==> src/rtl/rotl_engine.sv <==
// Rotate engine: rotates a word left or right by in_amt bits, one bit per cycle.
// Define ROTL_ENGINE_FAST_EN to swap the iterative path for a single-cycle barrel rotate.
module rotl_engine #(
  parameter int WIDTH = 32,
  parameter int AMT_W = 5
) (
  input  logic             clk,
  input  logic             rst,
  input  logic             in_valid,
  output logic             in_ready,
  input  logic [WIDTH-1:0] in_data,
  input  logic [AMT_W-1:0] in_amt,
  input  logic             in_dir,
  output logic             out_valid,
  input  logic             out_ready,
  output logic [WIDTH-1:0] out_data,
  output logic             busy
);

  typedef enum logic [1:0] {IDLE, BUSY, DONE} state_t;

  state_t           state_q;
  logic [WIDTH-1:0] data_q;
  logic             out_valid_q, busy_q, in_ready_q;

`ifdef ROTL_ENGINE_FAST_EN
  logic [WIDTH-1:0] rot_d;

  // Bit i of rotl takes source bit (i - amt) mod WIDTH; rotr takes (i + amt) mod WIDTH.
  always_comb begin
    rot_d = '0;
    for (int i = 0; i < WIDTH; i++) begin
      if (in_dir)
        rot_d[i] = in_data[(i + int'(in_amt)) % WIDTH];
      else
        rot_d[i] = in_data[(i + WIDTH - int'(in_amt)) % WIDTH];
    end
  end
`else
  logic [AMT_W-1:0] cnt_q;
  logic             dir_q;
  logic [WIDTH-1:0] step_d;

  assign step_d = dir_q ? {data_q[0], data_q[WIDTH-1:1]}
                        : {data_q[WIDTH-2:0], data_q[WIDTH-1]};
`endif

  always_ff @(posedge clk) begin
    if (rst) begin
      state_q     <= IDLE;
      data_q      <= '0;
      out_valid_q <= 1'b0;
      busy_q      <= 1'b0;
      in_ready_q  <= 1'b1;
`ifndef ROTL_ENGINE_FAST_EN
      cnt_q       <= '0;
      dir_q       <= 1'b0;
`endif
    end else begin
      case (state_q)
        IDLE: if (in_valid) begin
          busy_q     <= 1'b1;
          in_ready_q <= 1'b0;
`ifdef ROTL_ENGINE_FAST_EN
          data_q      <= rot_d;
          state_q     <= DONE;
          out_valid_q <= 1'b1;
`else
          data_q <= in_data;
          dir_q  <= in_dir;
          if (in_amt == '0) begin
            state_q     <= DONE;
            out_valid_q <= 1'b1;
          end else begin
            state_q <= BUSY;
            cnt_q   <= in_amt;
          end
`endif
        end
`ifndef ROTL_ENGINE_FAST_EN
        BUSY: begin
          data_q <= step_d;
          cnt_q  <= cnt_q - AMT_W'(1);
          // The last rotate step and the move to DONE share an edge.
          if (cnt_q == AMT_W'(1)) begin
            state_q     <= DONE;
            out_valid_q <= 1'b1;
          end
        end
`endif
        DONE: if (out_ready) begin
          state_q     <= IDLE;
          out_valid_q <= 1'b0;
          busy_q      <= 1'b0;
          in_ready_q  <= 1'b1;
        end
        default: begin
          state_q     <= IDLE;
          out_valid_q <= 1'b0;
          busy_q      <= 1'b0;
          in_ready_q  <= 1'b1;
        end
      endcase
    end
  end

  assign in_ready  = in_ready_q;
  assign out_valid = out_valid_q;
  assign out_data  = data_q;
  assign busy      = busy_q;

endmodule

==> config.mk <==
export PLATFORM = sky130hd
export DESIGN_NAME = rotl_engine
export DESIGN_NICKNAME = d
export VERILOG_FILES = /design/src/rtl/rotl_engine.sv
export SDC_FILE = /design/constraint.sdc
export NUM_CORES = 1
export LEC_CHECK = 0
export CAP_MARGIN = 20
export CORE_UTILIZATION = 52
export CTS_CLUSTER_SIZE = 20
export DETAILED_ROUTE_END_ITERATION = 6
export DONT_BUFFER_PORTS = 1
export PLACE_DENSITY = 0.76
export SETUP_SLACK_MARGIN = 0.4
export SLEW_MARGIN = 0
export SYNTH_ARGS = -nofsm -noshare
export SYNTH_HDL_FRONTEND = slang
export SYNTH_SLANG_ARGS = --single-unit
==> constraint.sdc <==
create_clock -name clk -period 1.4 [get_ports clk]
set_input_delay 0.21 -clock clk [delete_from_list [all_inputs] [get_ports clk]]
set_output_delay 0.21 -clock clk [all_outputs]
set_load 0.1 [all_outputs]
Word-level counts from Yosys, hierarchy flattened
Index checks and enable logic that the tools add are counted.
{"block": "classes", "add_sub_neg": 1, "n_mul": 0, "n_div": 0, "n_lt_le_gt_ge": 0, "n_eq_ne": 8, "shifts": 0, "n_mux": 21, "bitwise": 1, "n_reduce_logical": 9}
{"cell": "32-bit 2-to-1 mux", "count": 2}
{"cell": "32-bit case mux with 2 select lines", "count": 1}
{"cell": "5-bit 2-to-1 mux", "count": 2}
{"cell": "2-bit inequality test (second input constant)", "count": 5}
{"cell": "5-bit case mux with 2 select lines", "count": 1}
{"cell": "1-bit case mux with 3 select lines", "count": 3}
{"cell": "3-bit AND reduction", "count": 3}
{"cell": "2-bit 2-to-1 mux", "count": 4}
{"cell": "1-bit 2-to-1 mux", "count": 7}
{"cell": "2-bit case mux with 3 select lines", "count": 1}
{"cell": "5-bit by 1-bit equality test with 1-bit output (second input constant)", "count": 1}
{"cell": "5-bit logical NOT", "count": 1}
{"cell": "5-bit by 1-bit subtractor with 5-bit output (second input constant)", "count": 1}
{"cell": "2-bit AND reduction", "count": 2}
{"cell": "4-bit AND reduction", "count": 1}
{"cell": "2-bit by 1-bit equality test with 1-bit output (second input constant)", "count": 1}
{"cell": "2-bit equality test (second input constant)", "count": 1}
{"cell": "2-bit logical NOT", "count": 1}
{"cell": "2-bit nonzero test", "count": 1}
{"cell": "1-bit NOT", "count": 1}
{"block": "word_totals", "regBits": 43, "latch_bits": 0, "ramBits": 0, "romBits": 0, "inputBits": 42, "output_inout_bits": 35, "wordCells": 47, "mem_count": 0}

Depth between registers and ports, before layout
{"block": "logic_depth", "word_depth": 4, "ltp_mapped": 7, "mapped_depth_nobuf": 6}

Worst setup path after synthesis
OpenSTA, ideal clock, no wires.
{"block": "synth_timing", "path_type": "reg-to-reg", "start": "register data_q[19] (netlist: out_data[19])", "end": "register data_q[18] (netlist: out_data[18])", "setup_time_ps": 67, "arrival_time_ps": 1494, "required_time_ps": 1333, "path_slack_ps": -161, "stages_incl_launch_ff": 5, "path_buffers": 0, "synth_period_minus_slack_ps": 1561, "path_cell_list": "dfxtp_1 -> mux2i_1 -> o221ai_1 -> o21ai_0 -> nor2_1"}
{"block": "synth_via", "elab_chain_cells": 2}
{"item": "start: declaration", "line_no": "23", "rtl": "logic [WIDTH-1:0] data_q;"}
{"item": "start signal: assignment", "line_no": "69", "rtl": "data_q <= in_data;"}
{"item": "start signal: assignment", "line_no": "82", "rtl": "data_q <= step_d;"}
{"item": "32-bit 2-to-1 mux", "line_no": "44", "rtl": "assign step_d = dir_q ? {data_q[0], data_q[WIDTH-1:1]}"}
{"item": "32-bit case mux with 2 select lines", "line_no": "60", "rtl": "case (state_q)"}
Every way passes these cells.
A chain may end at the register's enable or synchronous reset.

Worst setup path in the final report
{"block": "layout_timing", "start": "register state_q[1]", "end": "register data_q[7] (netlist: out_data[7])"}
{"block": "layout_via", "elab_chain_cells": 3, "word_cells_on_any_way": 6, "classes_between": "eq/ne: 2; mux: 1; reduce/logical: 3"}
{"item": "start: declaration", "line_no": "22", "rtl": "state_t state_q;"}
{"item": "start signal: assignment", "line_no": "50", "rtl": "state_q <= IDLE;"}
{"item": "start signal: assignment", "line_no": "72", "rtl": "state_q <= DONE;"}
{"item": "start signal: assignment", "line_no": "75", "rtl": "state_q <= BUSY;"}
{"item": "2-bit by 1-bit equality test with 1-bit output / 2-bit logical NOT (equally long branches)", "line_no": "60"}
{"item": "2-bit nonzero test (no source line) / 2-bit inequality test (equally long branches)"}
{"item": "2-bit AND reduction (no source line)"}
Parallel ways exist; a longest one is shown, timed or not.

==> metrics.log <==
[metrics] Fin. Hold Viols: 26
[metrics] biggest area consumer among synthesized cells: sky130_fd_sc_hd__dfxtp_1
[metrics] slew at the pin closest to its max-slew limit: around 300 ps
[metrics] deepest clock path buffer count: 2
[metrics] area share of the largest cell type after synthesis: ~37%
[metrics] ratio of cells with drive above 1 in the final layout: 44.1%
[metrics] average size of a mapped cell: 8.13 um^2
[metrics] number of placed I/O pins: 77
[metrics] Clock Sinks: 43
[metrics] leak pwr: 1.54 nW
[metrics] count of endpoints failing setup in the final report: 0
[metrics] fraction of power consumed by the clock network: 15.9%
[metrics] antenna fix cells: 0
[metrics] CP required: 1580 ps
[metrics] number of nets at the end of the flow: 397
[metrics] fin worst setup slack: roughly 48 ps
[metrics] sequential-to-total area share from yosys stat: 36.6%
[metrics] total number of vias: roughly 2500
[metrics] most instantiated cells after synthesis: sky130_fd_sc_hd__dfxtp_1 (43), sky130_fd_sc_hd__nor2_1 (41), sky130_fd_sc_hd__o21ai_0 (38)
[metrics] clock transition at the registers of the reported paths: 90 ps
[metrics] effective utilization at floorplan: approximately 54%
[metrics] RSZ-0062 raised after global routing: true
[metrics] Core ar.: ~0.0044 mm^2
[metrics] wire length of the first global-routing pass: 11600 um
[metrics] count of H-tree levels built during CTS: 2
[metrics] Arr. time, crit path: 1530 ps
[metrics] Inserted Clock Buffers: 5
[metrics] last weighted congestion value of the routability-driven placer: 0.775
[metrics] post-synthesis instance area: between 0.002 and 0.0025 mm^2
[metrics] post-synth cell types: 31
[metrics] Post-route DRC: 0
[metrics] # port buffers: 0
[metrics] Skew-Pair Late Insertion Delay: 290 ps
[metrics] number of antenna violations at the first check in global routing: 0
[metrics] list of cells traversed by the critical path: o21ba_4 > buf_12 > o221ai_1 > o21ai_0 > nor2_1
[metrics] Internal Pwr Total: 3.08 mW
[metrics] pin count of the biggest net entering global routing: 43
[metrics] Die X-Extent: 69.2 um
[metrics] CP endpoint kind: flop
[metrics] Cell Rows: 24
[metrics] routed length per placed instance: about 19 um
[metrics] portion of total power attributed to sequential cells: between 30% and 40%
[metrics] classification of the worst setup path: reg -> reg
[metrics] Net Switching: 2.38 mW
[metrics] post-route minimum period: around 1400 ps
[metrics] area grow syn2layout: 62.7%
[metrics] register bit count reported by yosys: between 40 and 50
[metrics] Die Footprint: around 0.0048 mm^2
[metrics] Mapped Nets: 333
[metrics] most instantiated library cell after synthesis: sky130_fd_sc_hd__dfxtp_1
[metrics] worst slack on hold paths: -30.7 ps
[metrics] detailed-route vias per instance: 6.17
[metrics] Post-Place Setup Slack: -81.3 ps
[metrics] Ys Warns: 0
[metrics] master of the slowest instance on the critical path: sky130_fd_sc_hd__dfxtp_2
[metrics] outcome: finished, violations left
[metrics] asr flop ratio synth: 0%
[metrics] combinational share of power: 53.6%
[metrics] final setup skew: 12.5 ps
[metrics] worst min path class: in -> reg
[metrics] number of fill cells in the layout: 199
[metrics] maximum fanout count along the critical path: 33
[metrics] ys flop type: sky130_fd_sc_hd__dfxtp_1
[metrics] DRT Wirelength: 7510 um
[metrics] aggregate negative setup slack: 0 ps
[metrics] vias in the first global route: 2406
[metrics] cell types with the largest area share after synthesis: sky130_fd_sc_hd__dfxtp_1 (37%), sky130_fd_sc_hd__mux2i_1 (14%), sky130_fd_sc_hd__o221ai_1 (12%)
[metrics] clock tree from TritonCTS: yes
[metrics] Fmax achieved: between 700 and 800 MHz
[metrics] Clock Tree Root: sky130_fd_sc_hd__clkbuf_8
[metrics] Die H: 69.2 um
[metrics] sum of overflow across all layers after global routing: 0
[metrics] count of pins over their slew limit: 0
[metrics] stage delay of the slowest cell on the critical path: 350 ps
[metrics] fin crit share: 96.5%
[metrics] number of synthesized flops with an enable pin: 0
[metrics] instance count of the mapped netlist: just under 300
[metrics] failing checks: hold timing
[metrics] iteration-0 DRC count of the detailed router: 171
[metrics] drt pass-1 iters: 5
[metrics] number of violations of the max-capacitance limit: 0
[metrics] remaining max-slew budget at the tightest pin: 80.1%
[metrics] element type at the critical path start: flop
[metrics] register area: roughly 990 um^2
[metrics] global-route total usage across every layer: 29.8%
[metrics] Worst IR Drop VDD: 899 uV
[metrics] post-layout total power: 5.46 mW
[metrics] power per cell area: between 1000 and 1500 mW/mm^2
[metrics] multi-input logic area: 0.00141 mm^2
[metrics] dpl hpwl: 3840 um
[metrics] net switching fraction of the power: 43.6%
[metrics] number of nets with antenna violations after detailed routing: 0
## through the flow
step | cell area, um^2 | std cells | utilization, % | hold slack (ps)
floorplan | 2450 | 289 | - | 346
global placement | 2770 | 366 | 63.5 | 277
CTS | 3670 | 400 | 84.2 | -43.4
detailed placement | 2770 | 366 | 63.5 | 278
finish | 3820 | 406 | 87.8 | -30.7
global route | 3820 | 406 | 87.8 | -43.8
## power by group through the flow
| stage | combinational, mW | sequential, mW | clock (mW) |
|---|---|---|---|
| after CTS | 2.73 | 1.66 | 0.879 |
| after global placement | 2.07 | 1.63 | 0 |
| after floorplan | 0.751 | 2.59 | 0 |
| after global routing | 3.04 | 1.69 | 0.924 |
| after detailed placement | 2.10 | 1.64 | 0 |
| final | 2.92 | 1.67 | 0.868 |
## worst paths after layout
kind,start,end,slack [ps],cells past startpoint
setup / recovery,state_q[1],out_data[7],50,5
hold / removal,rst,cnt_q[2],-30,1
setup reg to reg,state_q[1],out_data[7],50,5
hold reg to reg,cnt_q[4],cnt_q[4],500,2
## cells in the final DEF (no fill, tap or decap), drive strengths merged, types with 3 or more instances in the layout
master and instances:
buf 82, dfxtp 43, nor2 41, o21ai 38, inv 34, mux2i 33, o221ai 32, a21oi 9
clkbuf 8, nand2 6, nor3 3, a211oi 3
## cells by family (layout without fill, tap and decap cells)
group                      Yosys count  in the layout  synth area share (%)
AOI/OAI and AO/OA                   91             92                  26.8
adders and majority gates            2              2                  1.06
buffers and inverters               60            124                  10.3
DFF                                 43             43                  36.6
muxes                               33             33                  14.1
and+or+nand+nor                     60             60                  11.2
## worst max-delay path: cells and delay by family, from the launching register on
family	cells	cell delay (ps)
compound gates	3	600
buf+inv	1	190
flops	1	350
simple gates	1	70
## sequential cells by signal (all words and copies together), names as in the netlist
name,flops
state_q,2
busy,1
out_valid,1
out_data,32
dir_q,1
in_ready,1
cnt_q,5
## per-layer routing
| metal | GRT usage [%] | vias up | routed length [um] |
|---|---|---|---|
| met5 | 0 | - | 0 |
| met4 | 12.9 | 0 | 257 |
| met3 | 5.52 | 27 | 426 |
| met2 | 52.1 | 132 | 3890 |
| met1 | 35.6 | 1187 | 2940 |
| li1 | - | 1157 | - |
## repair_timing
item	CTS	global route
resized for setup	154	31
setup endpoints to repair	78	78
hold endpoints to repair	40	40
setup buffers	25	6
gates cloned	1	0
pin swaps	10	8
## layout make-up
class,count,area share (%)
Multi-Input combinational cell,187,36.8
Timing Repair Buffer,82,29.5
Sequential cell,43,26.0
Inverter,34,3.40
Clock buffer,8,2.62
Tap cell,52,1.70
Note: power is estimated with default switching activity, not from simulation.
